--- config.mk ---
export PLATFORM = sky130hd
export DESIGN_NAME = jk_mod_counter
export DESIGN_NICKNAME = d
export VERILOG_FILES = /design/src/rtl/jk_cnt_pkg.sv /design/src/rtl/jk_cell.sv /design/src/rtl/jk_mod_counter.sv
export SDC_FILE = /design/constraint.sdc
export NUM_CORES = 1
export LEC_CHECK = 0
export BUFFER_PORTS_ARGS = -buffer_cell sky130_fd_sc_hd__buf_2
export CAP_MARGIN = 20
export CELL_PAD_IN_SITES_DETAIL_PLACEMENT = 1
export CELL_PAD_IN_SITES_GLOBAL_PLACEMENT = 2
export CORE_UTILIZATION = 34
export DETAILED_ROUTE_END_ITERATION = 10
export PLACE_DENSITY_LB_ADDON = 0.1
export SYNTH_ARGS = -nofsm -noshare
export SYNTH_HDL_FRONTEND = slang
export SYNTH_HIERARCHICAL = 1
export SYNTH_SLANG_ARGS = --single-unit
--- constraint.sdc ---
create_clock -name clk_flipflop -period 3.8 [get_ports clk_flipflop]
set_input_delay 0 -clock clk_flipflop [delete_from_list [all_inputs] [get_ports clk_flipflop]]
set_output_delay 0 -clock clk_flipflop [all_outputs]
set_load 0.02 [all_outputs]
--- src/rtl/jk_cnt_pkg.sv ---
// ---------------------------------------------------------------------------
// jk_cnt_pkg
// Shared types and helpers for the JK-cell modulo counter.
//   state_e   : controller states (idle / running / one-shot finished)
//   JK_*      : two-bit {J,K} commands driven into each jk_cell
//   gray_of() : binary-to-Gray conversion, sized for up to GRAY_MAX_W bits
// ---------------------------------------------------------------------------
package jk_cnt_pkg;

  typedef enum logic [1:0] {
    ST_IDLE = 2'd0,
    ST_RUN  = 2'd1,
    ST_DONE = 2'd2
  } state_e;

  // {J,K} pairs as seen by a single JK flip-flop
  localparam logic [1:0] JK_HOLD = 2'b00;
  localparam logic [1:0] JK_RST  = 2'b01;
  localparam logic [1:0] JK_SET  = 2'b10;
  localparam logic [1:0] JK_TGL  = 2'b11;

  localparam int GRAY_MAX_W = 32;

  // Callers cast their WIDTH-bit value up to GRAY_MAX_W and the result back down
  function automatic logic [GRAY_MAX_W-1:0] gray_of(input logic [GRAY_MAX_W-1:0] bin);
    return bin ^ (bin >> 1);
  endfunction

endpackage

--- src/rtl/jk_cell.sv ---
// ---------------------------------------------------------------------------
// jk_cell
// One JK flip-flop with an asynchronous, active-high reset to RST_VAL.
// Ports:
//   clk_flipflop    in  : clock, rising edge
//   reset_flipflop  in  : asynchronous active-high reset, forces q_o = RST_VAL
//   j_i, k_i        in  : JK command (00 hold, 01 reset, 10 set, 11 toggle)
//   q_o             out : stored bit
// ---------------------------------------------------------------------------
module jk_cell
  import jk_cnt_pkg::*;
#(
  parameter logic RST_VAL = 1'b0
) (
  input  logic clk_flipflop,
  input  logic reset_flipflop,
  input  logic j_i,
  input  logic k_i,
  output logic q_o
);

  logic q_q;

  // Classic JK truth table
  always_ff @(posedge clk_flipflop or posedge reset_flipflop) begin
    if (reset_flipflop) begin
      q_q <= RST_VAL;
    end else begin
      case ({j_i, k_i})
        JK_RST:  q_q <= 1'b0;
        JK_SET:  q_q <= 1'b1;
        JK_TGL:  q_q <= ~q_q;
        default: q_q <= q_q;
      endcase
    end
  end

  assign q_o = q_q;

endmodule

--- src/rtl/jk_mod_counter.sv ---
// ---------------------------------------------------------------------------
// jk_mod_counter
// Synchronous modulo-MODULUS up/down counter built from WIDTH jk_cell
// instances sharing one clock, plus a small run controller (idle / run /
// one-shot done) with parallel load and a one-cycle terminal-count pulse.
//
// Parameters: WIDTH (>=2), MODULUS (2..2**WIDTH), RESET_VAL (< MODULUS)
// Ports:
//   clk_flipflop    in         : clock, rising edge
//   reset_flipflop  in         : asynchronous active-high reset
//   en              in         : count enable while running
//   up_dn           in         : 1 = up, 0 = down
//   start           in         : idle/done -> run, latches one_shot
//   one_shot        in         : 1 = stop at terminal, 0 = wrap
//   load            in         : parallel load of load_val (clamped to MODULUS-1)
//   load_val        in [WIDTH] : value for load
//   count           out[WIDTH] : current count
//   tc              out        : terminal-count pulse
//   busy            out        : controller is running
//   done            out        : one-shot run has finished
//   count_gray      out[WIDTH] : Gray code of count (only with JKCNT_GRAY_OUT_EN)
//
// Build option: define JKCNT_GRAY_OUT_EN to add the registered count_gray port.
// ---------------------------------------------------------------------------
module jk_mod_counter
  import jk_cnt_pkg::*;
#(
  parameter int WIDTH     = 5,
  parameter int MODULUS   = 32,
  parameter int RESET_VAL = MODULUS - 1
) (
  input  logic             clk_flipflop,
  input  logic             reset_flipflop,
  input  logic             en,
  input  logic             up_dn,
  input  logic             start,
  input  logic             one_shot,
  input  logic             load,
  input  logic [WIDTH-1:0] load_val,
  output logic [WIDTH-1:0] count,
  output logic             tc,
  output logic             busy,
`ifdef JKCNT_GRAY_OUT_EN
  output logic             done,
  output logic [WIDTH-1:0] count_gray
`else
  output logic             done
`endif
);

  localparam logic [WIDTH-1:0] TERM_UP   = WIDTH'(MODULUS - 1);
  localparam logic [WIDTH-1:0] RST_COUNT = WIDTH'(RESET_VAL);
  localparam logic [WIDTH:0]   MOD_EXT   = (WIDTH + 1)'(MODULUS);

  state_e                state_q, state_d;
  logic                  mode_q, mode_d;
  logic                  tc_q, tc_d;
  logic                  busy_q, done_q;
  logic [WIDTH-1:0]      count_q;
  logic [WIDTH-1:0]      stepValue;
  logic [WIDTH-1:0]      toggleEn;
  logic [WIDTH-1:0]      loadValue;
  logic [WIDTH-1:0][1:0] jkCmd;
  logic                  doLoad, doStep, atTerminal, canStart;

  // The bits that flip on a +/-1 step are exactly the toggle enables of a
  // synchronous binary counter (carry/borrow chain).
  assign stepValue = up_dn ? (count_q + WIDTH'(1)) : (count_q - WIDTH'(1));
  assign toggleEn  = count_q ^ stepValue;

  // Controller: load wins over start, start wins over stepping. Wrap-around
  // is done through the load path because MODULUS need not be a power of two.
  always_comb begin
    state_d    = state_q;
    mode_d     = mode_q;
    tc_d       = 1'b0;
    doLoad     = 1'b0;
    doStep     = 1'b0;
    loadValue  = count_q;
    canStart   = start && (state_q != ST_RUN);
    atTerminal = up_dn ? (count_q == TERM_UP) : (count_q == '0);

    if (load) begin
      doLoad    = 1'b1;
      loadValue = ({1'b0, load_val} >= MOD_EXT) ? TERM_UP : load_val;
      if (state_q == ST_DONE) begin
        state_d = ST_IDLE;
      end
      if (canStart) begin
        state_d = ST_RUN;
        mode_d  = one_shot;
      end
    end else if (canStart) begin
      state_d = ST_RUN;
      mode_d  = one_shot;
    end else if ((state_q == ST_RUN) && en) begin
      if (atTerminal) begin
        tc_d = 1'b1;
        if (mode_q) begin
          state_d = ST_DONE;
        end else begin
          doLoad    = 1'b1;
          loadValue = up_dn ? '0 : TERM_UP;
        end
      end else begin
        doStep = 1'b1;
      end
    end
  end

  // Per-bit JK commands: J=d/K=~d for loads, toggle enables for steps
  always_comb begin
    for (int i = 0; i < WIDTH; i++) begin
      jkCmd[i] = JK_HOLD;
      if (doLoad) begin
        jkCmd[i] = loadValue[i] ? JK_SET : JK_RST;
      end else if (doStep) begin
        jkCmd[i] = toggleEn[i] ? JK_TGL : JK_HOLD;
      end
    end
  end

  for (genvar g = 0; g < WIDTH; g++) begin : gCell
    jk_cell #(
      .RST_VAL(RST_COUNT[g])
    ) uCell (
      .clk_flipflop  (clk_flipflop),
      .reset_flipflop(reset_flipflop),
      .j_i           (jkCmd[g][1]),
      .k_i           (jkCmd[g][0]),
      .q_o           (count_q[g])
    );
  end

  // Controller state and registered status flags
  always_ff @(posedge clk_flipflop or posedge reset_flipflop) begin
    if (reset_flipflop) begin
      state_q <= ST_IDLE;
      mode_q  <= 1'b0;
      tc_q    <= 1'b0;
      busy_q  <= 1'b0;
      done_q  <= 1'b0;
    end else begin
      state_q <= state_d;
      mode_q  <= mode_d;
      tc_q    <= tc_d;
      busy_q  <= (state_d == ST_RUN);
      done_q  <= (state_d == ST_DONE);
    end
  end

  assign count = count_q;
  assign tc    = tc_q;
  assign busy  = busy_q;
  assign done  = done_q;

`ifdef JKCNT_GRAY_OUT_EN
  logic [WIDTH-1:0] count_d;
  logic [WIDTH-1:0] gray_q;

  // Gray register is fed from the next count so it lines up with count
  always_comb begin
    count_d = count_q;
    if (doLoad) begin
      count_d = loadValue;
    end else if (doStep) begin
      count_d = stepValue;
    end
  end

  always_ff @(posedge clk_flipflop or posedge reset_flipflop) begin
    if (reset_flipflop) begin
      gray_q <= WIDTH'(gray_of(GRAY_MAX_W'(RST_COUNT)));
    end else begin
      gray_q <= WIDTH'(gray_of(GRAY_MAX_W'(count_d)));
    end
  end

  assign count_gray = gray_q;
`endif

endmodule

## After elaboration in Yosys (flattened, before gate mapping)

Index checks and enable logic that the tools add are counted.

- Register bits after elaboration: 11
- Input port bits: 12
- Output and inout bits: 8
- Logic and storage cells: 100

- Add/sub/neg operators: 2
- Equal/unequal tests: 21
- Mux-type cells: 53
- Bitwise operators: 6
- Reduce and logical (&&, ||, !) cells: 8

Operators by type and width:

| operator | number |
|---|---|
| $mux W2 | 27 |
| $mux W5 | 7 |
| $eq A2 B2 Y1 const B | 12 |
| $pmux W1 S3 | 5 |
| $reduce_bool A3 Y1 | 5 |
| $eq A2 B1 Y1 const B | 7 |
| $mux W1 | 14 |
| $add A5 B1 Y5 const B | 1 |
| $eq A5 B5 Y1 const B | 1 |
| $logic_not A5 Y1 | 1 |
| $not A1 Y1 | 5 |
| $sub A5 B1 Y5 const B | 1 |
| $xor A5 B5 Y5 | 1 |
| $logic_and A1 B1 Y1 | 2 |
| $ne A2 B1 Y1 const B | 1 |

## Logic depth before layout (Yosys ltp)

- Word-level depth: 10
- Mapped depth: 8
- Depth with buffers taken out: 8

## Cells and area by module

The synthesis kept the hierarchy.

Modules (own cells, without submodules):

| module | times used | cells each | area an instance (um^2) | sequential area each (um^2) |
|---|---|---|---|---|
| jk_mod_counter | 1 | 71 | 696.9 | 150.1 |
| jk_cell | 5 | 4 | 38.8 | 26.3 |

## Worst setup path after synthesis

No wires, ideal clock.

- Path kind: register to register
- Start point: register gCell[1].uCell.q_q
- End point: register gCell[3].uCell.q_q
- Library setup time: 0.089 ns
- Data arrival time: 1.780 ns
- Setup slack: 1.931 ns
- Stages on the path, launching flop included: 8
- Clock period less this slack: 1.869 ns
- Cells stage by stage: dfstp_2 > ha_1 > a21o_1 > a21oi_1 > xnor2_1 > a221o_1 > nor2_1 > a21oi_1

RTL lines:

| what | line | source |
|---|---|---|
| start: declaration | jk_cell.sv:22 | `logic q_q;` |
| start signal: assignment | jk_cell.sv:32 | `JK_TGL: q_q <= ~q_q;` |
| start signal: assignment | jk_cell.sv:33 | `default: q_q <= q_q;` |
| end signal: assignment | jk_cell.sv:32 |  |
| end signal: assignment | jk_cell.sv:33 |  |
| end: declaration | jk_cell.sv:22 |  |

==> results.env <==
IO_BUFFERS=19
TIMING.CRITICAL_PATH.BUF_INV=0
RRSETUPSLACK_NS=1.86
YOSYS.AREA.TOP_TYPE_SHARE=0.169
CTS.REPAIR_TIMING.SETUP_BUFFER_COUNT=0
CLOCK_INSERTION_DELAY_WORST_SKEW_NS=0.28
FMAX_GHz=0.515
YS_FF_LATCH=11
ROUTED_LEN_INST_UM=15.8
ROW_COUNT=18
P_SEQ_FRAC=0.360
POST_SYNTH_MAIN_AREA_CONTRIBUTORS='dfrtp_1 17%, dfstp_2 15%, nor4_4 4.8%'
TRITONCTS='yes'
YOSYSUNIQUECELLTYPES=43
IO-PIN-COUNT=20
SYN_AVG_CELL_AREA_UM2=9.79
TIGHTESTPINTRANSITION_NS=0.507
SYNTH_WARNINGS=6
GRT_START_MAX_NET_PINS=12
AREA_GROWTH_SYN_TO_LAYOUT_PCT=18.3
SYNTHCELLS=91
CRIT_REQUIRED_NS=4.01
ANTENNA_VIOLATING_NETS_POST_ROUTE=0
HOLD_CLASS='input pin to flop'
HPWLAFTERDP_UM=1650
SYNTH_EDF_COUNT=0
POWER_DENSITY_mW_PER_MM2=594
TIMING.FINAL.CRIT_SHARE=0.511
TIMING.CRITICAL_PATH.SLOWEST_CELL_DELAY_NS=0.63
FLOORPLAN.DIE.WIDTH_UM=53.2
CTS_MAX_LEVEL=1
MAX-SLEW-MARGIN-REL=0.661
FRACTION_OF_POWER_CONSUMED_BY_THE_CLOCK_NETWORK=0.136
YOSYSTOPAREACELL='dfrtp_1'
CTS-HOLD-FIX-BUFFERS=3
CORE_AREA_MM2=0.00248
CAP_VIOL_MAX_COUNT=0
STATIC-LEAKAGE-POWER_uW=0.000514
FINALPOWER_uW=626
CELL_TYPE_WITH_THE_HIGHEST_OCCURRENCE_COUNT_ON_THE_CRITICAL_PATH='a21oi_1'
CRIT_CHAIN='ha_1 -> a21o_1 -> a21oi_1 -> xnor2_1 -> a221o_1 -> nor2_1 -> a21oi_1'
CP_TOP_FAMILY='compound AO/OA/AOI/OAI gates'
ANTENNA_CELLS=0
DRT-TOTAL-WL_UM=2280
DIE_HEIGHT_UM=53.2
CTS_BUFFER_DEPTH=2
ASYNC_FLOP_SHARE=1.00
SYNTH.YOSYS.SEQ_AREA_SHARE=0.316
NUMBER_OF_ANTENNA_VIOLATIONS_AT_THE_FIRST_CHECK_IN_GLOBAL_ROUTING=0
LAYOUT_MIN_CYCLE_TIME_NS=1.94
NUMBER_OF_GLOBAL_ROUTE_VIAS_BEFORE_REPAIR=704
VIAS_PER_INSTANCE=5.40
WORSTSETUPPATHTYPE='flop to flop'
SYNTH_NETS=107
INTERNAL-POWER_uW=355
INITIAL_CORE_UTIL=0.360
SYN_AREA_UM2=891
GRT_FIRST_PASS_WIRELENGTH_UM=3550
DRT_FIRST_PASS_ITERS=4
SETUP_VIOL=0
DIE-AREA_MM2=0.00283
TIMING.FINAL.MAX_SLEW_VIOLATIONS=0
POST-ROUTE-DRC-COUNT=0
DR_TOTAL_VIAS=777
TOTAL_SWITCHING_POWER_uW=271
CLKSINKCOUNT=11
FIN_HOLD_WS_NS=0.0575
CATEGORY_OF_THE_WORST_SETUP_PATH_CAPTURE_POINT='flop'
CP_DATA_ARRIVAL_TIME_NS=2.15
GRT.TOTAL_USAGE=0.183
FINCLKSKEW_NS=0.0129
COMBINATIONALPOWERSHARE=0.504
FINAL_NETS=131
WORSTSETUPSTARTPOINTTYPE='flop'
RUN_STATUS='finished clean'
RSZ0062_AT_GRT='no'
PLACE.GP.CONGESTION=0.782
TRITONCTS.NUM_BUFFERS=3
WORST-PATH-MAX-FANOUT=7
SYNTH_FLOP_CELL='dfrtp_1'
POST_CTS_RESIZED=0
FIRST_ITER_VIOLATIONS=11
SWITCHING_SHARE=0.433
WORST_SETUP_HOLD_PATH_CLK_SLEW_NS=0.09
GRT_OVERFLOW_TOTAL=0
CRIT_SLOWEST_CELL='dfstp_2'
TOTALNEGATIVESETUPSLACK_NS=0
HOLD_VIOL=0
LAYOUT-DRIVE-GT1-SHARE=0.342
CTSROOTBUFFERMASTER='clkbuf_4'
VDD_DROP_MAX_mV=0.326
N_FILL_CELL=297
-- state kept, by name, summed over array words and instances, names as in the netlist --
register	cells
busy	1
done	1
gCell.uCell/q_o	5
mode_q	1
state_q	2
tc	1
-- through the flow --
step	util	cells	setup WS, ns	area, um^2
3_3_place_gp	0.403	137	1.85	997
5_1_grt	0.425	144	1.76	1050
3_5_place_dp	0.403	137	1.85	997
4_1_cts	0.425	144	1.84	1050
2_1_floorplan	-	91	1.93	891
6_report	0.425	144	1.86	1050
-- cell families (layout without fill, tap and decap cells) --
group	after synthesis	count (layout)	synth area share
flops	11	11	0.316
xor+xnor	6	6	0.0590
compound gates	27	27	0.222
fa+ha+maj	4	4	0.0646
buf+inv	14	37	0.0758
mux	1	1	0.0126
simple gates	28	28	0.250
-- cell type report --
type / instances / area [um^2] / area share
inverters: 11 / 41.3 / 0.0392
flip-flops and latches: 11 / 282 / 0.267
repair buffers: 22 / 125 / 0.119
multi-input cells: 66 / 542 / 0.514
well taps: 30 / 37.5 / 0.0356
clock buffers: 4 / 26.3 / 0.0249
-- routing by layer --
metal	track usage	vias to the layer above	wire length, um
li1	-	376	-
met1	0.258	378	1140
met2	0.268	21	1020
met3	0.0546	2	111
met4	0.0439	0	10
met5	0	-	0
-- path summary, 6_finish.rpt --
path / startpoint / endpoint / cells past startpoint
min in group asynchronous: reset_flipflop / done$_DFF_PP0_ / 3
setup / recovery: gCell[2].uCell/q_o$_DFFE_PP1P_ / gCell[4].uCell/q_o$_DFFE_PP1P_ / 7
hold / removal: load_val[2] / gCell[2].uCell/q_o$_DFFE_PP1P_ / 4
hold reg to reg: gCell[4].uCell/q_o$_DFFE_PP1P_ / gCell[4].uCell/q_o$_DFFE_PP1P_ / 2
setup reg to reg: gCell[2].uCell/q_o$_DFFE_PP1P_ / gCell[4].uCell/q_o$_DFFE_PP1P_ / 7
max in group asynchronous: reset_flipflop / state_q[1]$_DFF_PP0_ / 3
-- layout by cell type (no fill, tap or decap), types with 5 or more instances in the layout --
cell type / n
a21oi_1: 8
buf_2: 19
dfstp_2: 5
dfrtp_1: 6
inv_1: 11
nor2_1: 8
-- worst min-delay path, delay by kind of cell --
family	cells	cell delay (ns)
AO/OA/AOI/OAI	2	0.18
buffers and inverters	2	0.14
-- Yosys cell counts (2+ instances only) --
cell	instances
nor4_4	2
nand2b_1	2
nand2_1	2
dfrtp_1	6
a221o_1	3
dfstp_2	5
xnor2_1	3
inv_1	11
a21o_1	2
xor2_1	3
buf_6	2
a211o_1	2
ha_1	3
nor2_1	8
o22ai_1	2
a21oi_1	8
-- power groups by stage --
| stage | sequential, uW | combinational [uW] | clock [uW] |
|---|---|---|---|
| after global routing | 231 | 347 | 94.0 |
| after global placement | 223 | 312 | 0 |
| after CTS | 226 | 318 | 88.7 |
| after floorplan | 246 | 218 | 0 |
| after detailed placement | 229 | 314 | 0 |
| final | 225 | 316 | 85.0 |
Note: power is estimated with default switching activity, not from simulation.
